===== config.mk =====
export PLATFORM = sky130hd
export DESIGN_NAME = pi_alu_sequencer_flat
export DESIGN_NICKNAME = d
export VERILOG_FILES = /design/src/rtl/pi_alu_sequencer_if.sv /design/src/rtl/pi_alu_sequencer.sv /design/src/flat_wrapper.sv
export SDC_FILE = /design/constraint.sdc
export NUM_CORES = 1
export LEC_CHECK = 0
export ABC_AREA = 1
export CORE_ASPECT_RATIO = 0.5
export CORE_MARGIN = 3
export CORE_UTILIZATION = 41
export CTS_BUF_LIST = sky130_fd_sc_hd__clkbuf_4 sky130_fd_sc_hd__clkbuf_8 sky130_fd_sc_hd__clkbuf_16
export CTS_CLUSTER_SIZE = 20
export DETAILED_ROUTE_END_ITERATION = 10
export PLACE_DENSITY = 0.83
export RECOVER_POWER = 100
export SYNTH_ARGS = -nofsm -noshare
export SYNTH_HDL_FRONTEND = slang
export SYNTH_SLANG_ARGS = --single-unit

===== constraint.sdc =====
create_clock -name clk -period 1.6 [get_ports clk]
set_input_delay 0.48 -clock clk [delete_from_list [all_inputs] [get_ports clk]]
set_output_delay 0.48 -clock clk [all_outputs]
set_load 0.005 [all_outputs]

===== src/rtl/pi_alu_sequencer_if.sv =====
// Bundle between the PI sequencer, its error front-end, the shared ALU and the PWM blocks.
// No logic here: wires only, direction fixed by modport.
// master = the sequencer (drives ALU selects/controls and the PI state), slave = its environment.
interface pi_alu_sequencer_if;
    logic        go;
    logic [15:0] err_in;
    logic [15:0] dst;
    logic [2:0]  src1sel;
    logic [2:0]  src0sel;
    logic        multiply;
    logic        saturate;
    logic        mult2;
    logic        mult4;
    logic        sub;
    logic [15:0] Accum;
    logic [15:0] Pcomp;
    logic [15:0] Icomp;
    logic [15:0] Intgrl;
    logic [15:0] Error;
    logic [15:0] rht;
    logic [15:0] lft;
    logic        busy;
    logic        done;

    modport master (
        input  go, err_in, dst,
        output src1sel, src0sel, multiply, saturate, mult2, mult4, sub,
        output Accum, Pcomp, Icomp, Intgrl, Error, rht, lft, busy, done
    );

    modport slave (
        output go, err_in, dst,
        input  src1sel, src0sel, multiply, saturate, mult2, mult4, sub,
        input  Accum, Pcomp, Icomp, Intgrl, Error, rht, lft, busy, done
    );
endinterface


===== src/rtl/pi_alu_sequencer.sv =====
// Sequences the shared ALU through one PI update per accepted go; FWD/PTERM/ITERM live in the ALU source mux.
// Latency: go accepted at edge T0, steps in T1..T9, done pulse (rht/lft valid) in T10.
// No backpressure: go is only sampled in IDLE; a go while busy is dropped, never queued.
module pi_alu_sequencer #(
    parameter int INT_DEC_W = 2
) (
    input  logic              clk,
    input  logic              rst_n,
    pi_alu_sequencer_if.master bus
);

    typedef enum logic [2:0] {
        S_IDLE  = 3'd0,
        S_INTG  = 3'd1,
        S_ICOMP = 3'd2,
        S_PCOMP = 3'd3,
        S_RHT   = 3'd4,
        S_RHT2  = 3'd5,
        S_LFT   = 3'd6,
        S_LFT2  = 3'd7
    } state_t;

    state_t                 state_q, state_d;
    logic                   phase_q, phase_d;   // second cycle of the two-cycle multiply steps
    logic [INT_DEC_W-1:0]   dec_cnt_q, dec_cnt_d;
    logic [15:0]            error_q, error_d;
    logic [15:0]            intgrl_q, intgrl_d;
    logic [15:0]            icomp_q, icomp_d;
    logic [15:0]            pcomp_q, pcomp_d;
    logic [15:0]            accum_q, accum_d;
    logic [15:0]            rht_q, rht_d;
    logic [15:0]            lft_q, lft_d;
    logic                   done_q, done_d;

    logic [2:0]             src1_sel;
    logic [2:0]             src0_sel;
    logic                   mul_en;
    logic                   sat_en;
    logic                   sub_en;

    // Next-state, register captures and Moore ALU controls decoded from the current step.
    always_comb begin
        state_d   = state_q;
        phase_d   = 1'b0;
        dec_cnt_d = dec_cnt_q;
        error_d   = error_q;
        intgrl_d  = intgrl_q;
        icomp_d   = icomp_q;
        pcomp_d   = pcomp_q;
        accum_d   = accum_q;
        rht_d     = rht_q;
        lft_d     = lft_q;
        done_d    = 1'b0;
        src1_sel  = 3'b000;
        src0_sel  = 3'b000;
        mul_en    = 1'b0;
        sat_en    = 1'b0;
        sub_en    = 1'b0;

        case (state_q)
            S_IDLE: begin
                if (bus.go) begin
                    error_d = bus.err_in;
                    state_d = S_INTG;
                end
            end
            S_INTG: begin
                // Integrator only commits once every 2^INT_DEC_W runs.
                src1_sel  = 3'b011;
                src0_sel  = 3'b001;
                sat_en    = 1'b1;
                if (dec_cnt_q == '1) begin
                    intgrl_d = bus.dst;
                end
                dec_cnt_d = dec_cnt_q + 1'b1;
                state_d   = S_ICOMP;
            end
            S_ICOMP: begin
                src1_sel = 3'b001;
                src0_sel = 3'b001;
                mul_en   = 1'b1;
                sat_en   = 1'b1;
                if (phase_q) begin
                    icomp_d = bus.dst;
                    state_d = S_PCOMP;
                end else begin
                    phase_d = 1'b1;
                end
            end
            S_PCOMP: begin
                src1_sel = 3'b010;
                src0_sel = 3'b100;
                mul_en   = 1'b1;
                sat_en   = 1'b1;
                if (phase_q) begin
                    pcomp_d = bus.dst;
                    state_d = S_RHT;
                end else begin
                    phase_d = 1'b1;
                end
            end
            S_RHT: begin
                src1_sel = 3'b100;
                src0_sel = 3'b011;
                sub_en   = 1'b1;
                sat_en   = 1'b1;
                accum_d  = bus.dst;
                state_d  = S_RHT2;
            end
            S_RHT2: begin
                src1_sel = 3'b000;
                src0_sel = 3'b010;
                sub_en   = 1'b1;
                sat_en   = 1'b1;
                rht_d    = bus.dst;
                state_d  = S_LFT;
            end
            S_LFT: begin
                src1_sel = 3'b100;
                src0_sel = 3'b011;
                sat_en   = 1'b1;
                accum_d  = bus.dst;
                state_d  = S_LFT2;
            end
            S_LFT2: begin
                src1_sel = 3'b000;
                src0_sel = 3'b010;
                sat_en   = 1'b1;
                lft_d    = bus.dst;
                done_d   = 1'b1;
                state_d  = S_IDLE;
            end
            default: begin
                state_d = S_IDLE;
            end
        endcase
    end

    // State and PI registers; reset aborts any run in flight without a done.
    always_ff @(posedge clk or negedge rst_n) begin
        if (!rst_n) begin
            state_q   <= S_IDLE;
            phase_q   <= 1'b0;
            dec_cnt_q <= '0;
            error_q   <= '0;
            intgrl_q  <= '0;
            icomp_q   <= '0;
            pcomp_q   <= '0;
            accum_q   <= '0;
            rht_q     <= '0;
            lft_q     <= '0;
            done_q    <= 1'b0;
        end else begin
            state_q   <= state_d;
            phase_q   <= phase_d;
            dec_cnt_q <= dec_cnt_d;
            error_q   <= error_d;
            intgrl_q  <= intgrl_d;
            icomp_q   <= icomp_d;
            pcomp_q   <= pcomp_d;
            accum_q   <= accum_d;
            rht_q     <= rht_d;
            lft_q     <= lft_d;
            done_q    <= done_d;
        end
    end

    assign bus.src1sel  = src1_sel;
    assign bus.src0sel  = src0_sel;
    assign bus.multiply = mul_en;
    assign bus.saturate = sat_en;
    assign bus.sub      = sub_en;
    assign bus.mult2    = 1'b0;
    assign bus.mult4    = 1'b0;
    assign bus.Accum    = accum_q;
    assign bus.Pcomp    = pcomp_q;
    assign bus.Icomp    = icomp_q;
    assign bus.Intgrl   = intgrl_q;
    assign bus.Error    = error_q;
    assign bus.rht      = rht_q;
    assign bus.lft      = lft_q;
    assign bus.busy     = (state_q != S_IDLE);
    assign bus.done     = done_q;

endmodule


===== src/flat_wrapper.sv =====
// flat-port wrapper written by rule: the top's interface ports become plain ports
module pi_alu_sequencer_flat 
#(
    parameter int INT_DEC_W = 2
)
  (clk, rst_n, bus_go, bus_err_in, bus_dst, bus_src1sel, bus_src0sel, bus_multiply, bus_saturate, bus_mult2, bus_mult4, bus_sub, bus_Accum, bus_Pcomp, bus_Icomp, bus_Intgrl, bus_Error, bus_rht, bus_lft, bus_busy, bus_done);
  pi_alu_sequencer_if bus_i ();
  input  logic clk;
  input  logic rst_n;
  input wire logic [$bits(bus_i.go)-1:0] bus_go;
  input wire logic [$bits(bus_i.err_in)-1:0] bus_err_in;
  input wire logic [$bits(bus_i.dst)-1:0] bus_dst;
  output wire logic [$bits(bus_i.src1sel)-1:0] bus_src1sel;
  output wire logic [$bits(bus_i.src0sel)-1:0] bus_src0sel;
  output wire logic [$bits(bus_i.multiply)-1:0] bus_multiply;
  output wire logic [$bits(bus_i.saturate)-1:0] bus_saturate;
  output wire logic [$bits(bus_i.mult2)-1:0] bus_mult2;
  output wire logic [$bits(bus_i.mult4)-1:0] bus_mult4;
  output wire logic [$bits(bus_i.sub)-1:0] bus_sub;
  output wire logic [$bits(bus_i.Accum)-1:0] bus_Accum;
  output wire logic [$bits(bus_i.Pcomp)-1:0] bus_Pcomp;
  output wire logic [$bits(bus_i.Icomp)-1:0] bus_Icomp;
  output wire logic [$bits(bus_i.Intgrl)-1:0] bus_Intgrl;
  output wire logic [$bits(bus_i.Error)-1:0] bus_Error;
  output wire logic [$bits(bus_i.rht)-1:0] bus_rht;
  output wire logic [$bits(bus_i.lft)-1:0] bus_lft;
  output wire logic [$bits(bus_i.busy)-1:0] bus_busy;
  output wire logic [$bits(bus_i.done)-1:0] bus_done;
  assign bus_i.go = bus_go;
  assign bus_i.err_in = bus_err_in;
  assign bus_i.dst = bus_dst;
  assign bus_src1sel = bus_i.src1sel;
  assign bus_src0sel = bus_i.src0sel;
  assign bus_multiply = bus_i.multiply;
  assign bus_saturate = bus_i.saturate;
  assign bus_mult2 = bus_i.mult2;
  assign bus_mult4 = bus_i.mult4;
  assign bus_sub = bus_i.sub;
  assign bus_Accum = bus_i.Accum;
  assign bus_Pcomp = bus_i.Pcomp;
  assign bus_Icomp = bus_i.Icomp;
  assign bus_Intgrl = bus_i.Intgrl;
  assign bus_Error = bus_i.Error;
  assign bus_rht = bus_i.rht;
  assign bus_lft = bus_i.lft;
  assign bus_busy = bus_i.busy;
  assign bus_done = bus_i.done;
  pi_alu_sequencer #(.INT_DEC_W(INT_DEC_W)) u_core (.clk(clk), .rst_n(rst_n), .bus(bus_i));
endmodule

==> impl_metrics.yaml, run 1 <==
sta:
  finalSetupTns_ps: -3915
  grt_setup_unrepaired: "true"
  hold_viol: 0
  finalCritPeriodShare_pct: 127.0
  setup_viol: 16
  hold_slack_ps: 475.8
  fmax_ghz: 0.4923
  setup_ws_ps: -431.3
  worst_pin_slew_ps: 572.7
  slew_headroom_pct: 61.82
  finalMaxSlewViolations: 0
  min_period_ps: 2031
  final.setup_skew_ps: 8.816
finish:
  final_nets: 697
  finalCoreUtilization_pct: 67.79
  fin_area_mm2: 0.007189
  syn_to_final_growth_pct: 55.21
  antenna_cells: 0
  drive_above_1_share_pct: 18.68
cts:
  insertion_delay_ps: 400
  root_buffer: "clkbuf_16"
  htree_levels: 4
  cts-buffers-inserted: 17
  clk_pin_slew_ps: 50
  tritoncts: "yes"
  cts_sinks: 119
  clock_path_buffers: 2
power_and_ir_drop:
  p_int_w: 0.01026
  comb_power_share_pct: 40.8
  pwr-share-seq_pct: 34.4
  power.density_mw_per_mm2: 2189
  switching_power_w: 0.005474
  peakVddDrop_v: 0.0009142
  p_total_w: 0.01574
  switching_share_pct: 34.78
  p_leak_nw: 3.677
  clock_power_share_pct: 24.8
place:
  placed_cell_area_mm2: 0.006422
  dp_hpwl_mm: 9.056
  port_buffers: 157
  place_congestion: 0.8845
yosys:
  synth_cells: 459
  yosysMostFrequentCell: "dfrtp_1"
  synth.distinct_cells: 25
  ys_seq_elements: 119
  async_flop_share_pct: 100.0
  synth_area_per_cell_um2: 10.09
  ys.flop_type: "dfrtp_1"
  synth.area.top_cells: "dfrtp_1 64%, nand2_1 9.4%, o21ai_0 6.2%"
  synthesis.area_mm2: 0.004632
  yosys-top-cells-count: "119 x dfrtp_1, 116 x nand2_1, 57 x o21ai_0"
  netlist.area_leader.share_pct: 64.29
  ys.warnings.count: 0
  synth_edf_count: 0
  ys_seq_area_share_pct: 64.29
  synth_top_cell_by_area: "dfrtp_1"
route:
  drtIter0Drc: 310
  wl_per_cell_um: 18.39
  post_drt_via_cell_ratio: 5.099
  post-route-drc-count: 0
  wl_mm: 14.88
  vias: 4125
  postRouteAntennaNets: 0
  dr.pass1.iters: 5
die:
  die_y_um: 81.16
  die_area_mm2: 0.01269
  rows: 26
  start_util_pct: 43.68
  ios: 160
  die_w_um: 156.3
  core_mm2: 0.01061
setup_path:
  cp_max_fo: 5
  cp_slowest_cell: "dfrtp_2"
  crit_path_end_kind: "primary output"
  critical_path_depth: 5
  crit_required_ps: 1120
  r2r-end: "u_core.dec_cnt_q[1]"
  worstReg2RegStart: "u_core.state_q[1]"
  reg2reg_slack_ps: -360
  path_class: "register to primary output"
  cp-startpoint: "u_core.state_q[1]"
  crit_path_start_kind: "register"
  cp_top_family: "flip-flops"
  worstPathCellList: "buf_6 -> ha_4 -> a21oi_4 -> nand2_1 -> buf_2"
  critPathMaxStageDelay_ps: 450
  arrival_ps: 1550
  path_buf_inv: 2
  r2r_cells: 14
flow_run:
  maxCapViolations: 0
worst_hold_path:
  min_path_cells: 2
  holdPathEnd: "u_core.bus.lft[6]"
  hp-start: "u_core.bus.lft[6]"
  hold_class: "register to register"
global_route:
  grt-ovfl-total: 0
  grt_pass1_wl_mm: 22.33
  antenna_found_initial: 0
  grt_usage_pct: 23.06
  grt_start_max_net_pins: 38
  grt_pass1_vias: 4202
status:
  violations: "negative setup slack"
  outcome: "finished, violations left"
[placed cells by master (no fill, tap or decap), drive strengths merged]
| master | netlist | layout |
|---|---|---|
| a21oi | 18 | 18 |
| buf | 21 | 44 |
| bufinv | 0 | 3 |
| clkbuf | 3 | 28 |
| clkdlybuf4s50 | 0 | 33 |
| clkinv | 0 | 4 |
| clkinvlp | 0 | 4 |
| conb | 1 | 2 |
| dfrtp | 119 | 119 |
| dlygate4sd2 | 0 | 113 |
| dlygate4sd3 | 0 | 1 |
| ha | 6 | 6 |
| inv | 42 | 43 |
| nand2 | 124 | 124 |
| nand3 | 5 | 7 |
| nand4 | 1 | 1 |
| nor2 | 21 | 21 |
| o21ai | 97 | 97 |
| xor2 | 1 | 1 |
[registers in the layout, indices dropped and copies added, names as in the netlist, 2 cells and up]
name	flops
u_core.bus.Accum	16
u_core.bus.Error	16
u_core.bus.Icomp	16
u_core.bus.Intgrl	16
u_core.bus.Pcomp	16
u_core.bus.lft	16
u_core.bus.rht	16
u_core.dec_cnt_q	2
u_core.state_q	3
[worst min-delay path, stage by stage (launching register included)]
cell and delay (ps):
dfrtp_1 330, nand2_1 50, o21ai_0 60
[cell families (layout without fill, tap and decap cells)]
logic type                 Yosys count  in the layout  synth area share [%]
and+or+nand+nor                    151            153                 13.72
DFF                                119            119                 64.29
AOI/OAI and AO/OA                  115            115                 12.91
buffers and inverters               66            273                 7.185
adders and majority gates            6              6                 1.621
other                                1              2               0.08096
xor gates and xnor gates             1              1                0.1891
[power by group through the flow]
stage | Combinational [W] | Clock, W | Sequential [W]
finish | 0.00642 | 0.00391 | 0.00541
floorplan | 0.00230 | 0 | 0.00541
detailed placement | 0.00650 | 0 | 0.00538
global route | 0.00702 | 0.00410 | 0.00558
global placement | 0.00629 | 0 | 0.00532
CTS | 0.00614 | 0.00395 | 0.00536
[layout make-up]
type,instances,area (µm²)
clock buffer,20,460.4
clock inverter,12,148.9
sequential,119,2980
timing repair buffer,199,1792
multi-input combinational,277,1463
tap,140,175.2
inverter,42,170.2
fill,790,3416
[metrics by stage]
stage               std cells  setup WS (ps)
floorplan                 460          4.449
global placement          754         -340.7
detailed placement        754         -364.1
CTS                       810         -383.7
global route              809         -456.0
finish                    809         -431.3
[how the worst max path moves through the flow]
stage / end / slack, ps
finish: bus_src0sel[0] / -430
global route: bus_src0sel[0] / -460
CTS: bus_src0sel[0] / -380
detailed placement: bus_multiply / -360
global placement: bus_multiply / -340
floorplan: bus_src1sel[2] / 4
[per-layer routing]
metal,share of wire (%),global-route usage [%]
met1,40,27.51
met5,0,0
met4,3.2,10.31
met3,5.6,4.098
met2,52,41.50
[timing repair]
action | in CTS | in global routing
buffers inserted | 23 | 4
setup endpoints to repair | 123 | 83
pin swaps | 8 | 8
gates resized for setup | 195 | 20
hold buffers | 1 | 0
gates cloned | 0 | 3
endpoints found under the hold margin | 18 | 0
No activity file was read; power rests on OpenSTA's default activity.
==> run 2, diff against run 1 <==
--- a/config.mk
+++ b/config.mk
@@ -6,12 +6,14 @@
 export NUM_CORES = 1
 export LEC_CHECK = 0
 export ABC_AREA = 1
+export CAP_MARGIN = 10
 export CORE_ASPECT_RATIO = 0.5
 export CORE_MARGIN = 3
 export CORE_UTILIZATION = 41
 export CTS_BUF_LIST = sky130_fd_sc_hd__clkbuf_4 sky130_fd_sc_hd__clkbuf_8 sky130_fd_sc_hd__clkbuf_16
 export CTS_CLUSTER_SIZE = 20
 export DETAILED_ROUTE_END_ITERATION = 10
+export GPL_ROUTABILITY_DRIVEN = 0
 export PLACE_DENSITY = 0.83
 export RECOVER_POWER = 100
 export SYNTH_ARGS = -nofsm -noshare
==> results of run 2 <==
The final DEF is identical to that of run 1; final timing and power are the same.
==> run 3, diff against run 2 <==
--- a/config.mk
+++ b/config.mk
@@ -6,7 +6,7 @@
 export NUM_CORES = 1
 export LEC_CHECK = 0
 export ABC_AREA = 1
-export CAP_MARGIN = 10
+export CAP_MARGIN = 20
 export CORE_ASPECT_RATIO = 0.5
 export CORE_MARGIN = 3
 export CORE_UTILIZATION = 41
@@ -16,6 +16,7 @@
 export GPL_ROUTABILITY_DRIVEN = 0
 export PLACE_DENSITY = 0.83
 export RECOVER_POWER = 100
+export REMOVE_ABC_BUFFERS = 1
 export SYNTH_ARGS = -nofsm -noshare
 export SYNTH_HDL_FRONTEND = slang
 export SYNTH_SLANG_ARGS = --single-unit
==> run 3 against run 2 <==
  * The run still ends with negative setup slack left
  * Critical path depth up 1
  * Non-clock buffer count unchanged
  * Via count up 2.6%
  * Fmax up 1.2%
  * Critical endpoint is now bus_busy
  * First-iteration DRC count up 17%
  * Combinational power up 7.8%
  * Final cell count up 0.12%
  * Setup slack better by 23 ps
  * Count of clock-buffer cells in the layout up 4
  * Die area unchanged
  * Clock skew up 4.9 ps
  * Sequential cell count unchanged
==> impl_metrics.yaml, run 3 (synthesis results as in run 1) <==
die:
  die_y_um: 81.16
  core_mm2: 0.01061
  rows: 26
  start_util_pct: 43.68
  die_w_um: 156.3
  die_area_mm2: 0.01269
  ios: 160
sta:
  fmax_ghz: 0.4980
  finalCritPeriodShare_pct: 125.5
  slew_headroom_pct: 41.83
  min_period_ps: 2008
  final.setup_skew_ps: 13.69
  grt_setup_unrepaired: "true"
  setup_ws_ps: -407.9
  setup_viol: 23
  hold_viol: 0
  worst_pin_slew_ps: 872.6
  finalSetupTns_ps: -4208
  finalMaxSlewViolations: 0
place:
  dp_hpwl_mm: 8.554
  port_buffers: 157
global_route:
  grt_use_met2_pct: 39.18
  grt_start_max_net_pins: 38
  grt_usage_pct: 22.12
  grt_pass1_vias: 4191
  grt-ovfl-total: 0
  use_met1_pct: 25.61
  grt.busiest_layer: "met2"
  antenna_found_initial: 0
  grt_use_met3_pct: 4.683
  grt_pass1_wl_mm: 21.58
finish:
  layout_commonest_cell: "dfrtp_1"
  final_nets: 698
  area.sequential_mm2: 0.002980
  fillCellCount: 763
  drive_above_1_share_pct: 20.90
  syn_to_final_growth_pct: 58.97
  antenna_cells: 0
  multi_input_area_mm2: 0.001530
  final_cell_mix: "117 x dfrtp_1, 111 x dlygate4sd2_1, 103 x nand2_1"
worst_hold_path:
  hold_class: "primary input to async pin"
cts:
  tritoncts: "yes"
  insertion_delay_ps: 410
  htree_levels: 4
  clk_pin_slew_ps: 50
  cts_sinks: 119
  root_buffer: "clkbuf_16"
  clock_path_buffers: 2
  cts-buffers-inserted: 17
power_and_ir_drop:
  p_total_w: 0.01639
  p_int_w: 0.01061
  clock_power_share_pct: 24.6
  switching_share_pct: 35.26
  comb_power_share_pct: 42.2
  peakVddDrop_v: 0.001044
  switching_power_w: 0.005777
  pwr-share-seq_pct: 33.2
  p_leak_nw: 3.754
  power.density_mw_per_mm2: 2225
route:
  wl_mm: 16.05
  dr.pass1.iters: 5
  post-route-drc-count: 0
  drtIter0Drc: 364
  vias: 4233
  post_drt_via_cell_ratio: 5.226
  postRouteAntennaNets: 0
  wl_per_cell_um: 19.81
setup_path:
  cp_max_fo: 5
  crit_path_end_kind: "primary output"
  arrival_ps: 1530
  path_class: "register to primary output"
  crit_required_ps: 1120
  crit_path_start_kind: "register"
status:
  outcome: "finished, violations left"
  violations: "negative setup slack"
flow_run:
  maxCapViolations: 0
-- run 3: worst paths after layout --
check | start | endpoint | cells after the start | slack [ps]
hold reg to reg | u_core.bus.Icomp[9] | u_core.bus.Icomp[9] | 2 | 470
hold / removal | rst_n | u_core.bus.Error[9] | 1 | 100
setup reg to reg | u_core.state_q[0] | u_core.state_q[0] | 9 | -210
max in group asynchronous | rst_n | u_core.state_q[1] | 2 | 130
setup / recovery | u_core.state_q[0] | bus_busy | 6 | -410
min in group clk | u_core.bus.Icomp[9] | u_core.bus.Icomp[9] | 2 | 470
-- run 3: final cells by class --
cell class,instances,share of cell area [%]
flip-flops and latches,119,40.48
well taps,140,2.379
multi-input cells,278,20.78
clock buffers,24,6.831
clock inverters,8,1.614
repair buffers,199,25.61
inverters,42,2.311
-- run 3: metal layers --
| layer | share of wire, % | vias up | wire length (µm) |
|---|---|---|---|
| met1 | 39 | 2062 | 6223 |
| met5 | 0 | - | 0 |
| li1 | - | 1877 | - |
| met2 | 51 | 234 | 8168 |
| met3 | 6.3 | 60 | 1003 |
| met4 | 4.1 | 0 | 653 |
-- run 3: worst max-delay path, cell delays in order, from the launching register on --
cell	delay, ps
dfrtp_2	450
inv_2	110
buf_6	110
ha_4	170
buf_6	120
nand2_4	50
buf_6	110
-- run 3: metrics by stage --
step / instances / hold slack, ps / instance area, µm² / worst slack (ps) / utilization [%]
floorplan: 436 / 184.4 / 4471 / -39.57 / -
global placement: 753 / 422.4 / 6465 / -336.8 / 60.96
detailed placement: 753 / 432.0 / 6465 / -381.8 / 60.96
CTS: 800 / 5.308 / 7169 / -395.6 / 67.60
global route: 810 / 129.4 / 7363 / -479.8 / 69.43
finish: 810 / 102.9 / 7363 / -407.9 / 69.43
-- run 3: repair_timing --
| action | in CTS | in global routing |
|---|---|---|
| gates cloned | 0 | 7 |
| endpoints found under the setup margin | 134 | 67 |
| pin swaps | 10 | 6 |
| hold buffers | 0 | 0 |
| resized for setup | 201 | 27 |
| buffers inserted | 15 | 5 |
-- run 3: power groups by stage --
stage / logic [W] / registers, W / clock network [W]
2_1_floorplan: 0.00210 / 0.00544 / 0
3_3_place_gp: 0.00637 / 0.00533 / 0
3_5_place_dp: 0.00659 / 0.00538 / 0
4_1_cts: 0.00621 / 0.00534 / 0.00401
5_1_grt: 0.00750 / 0.00559 / 0.00421
6_report: 0.00692 / 0.00544 / 0.00403
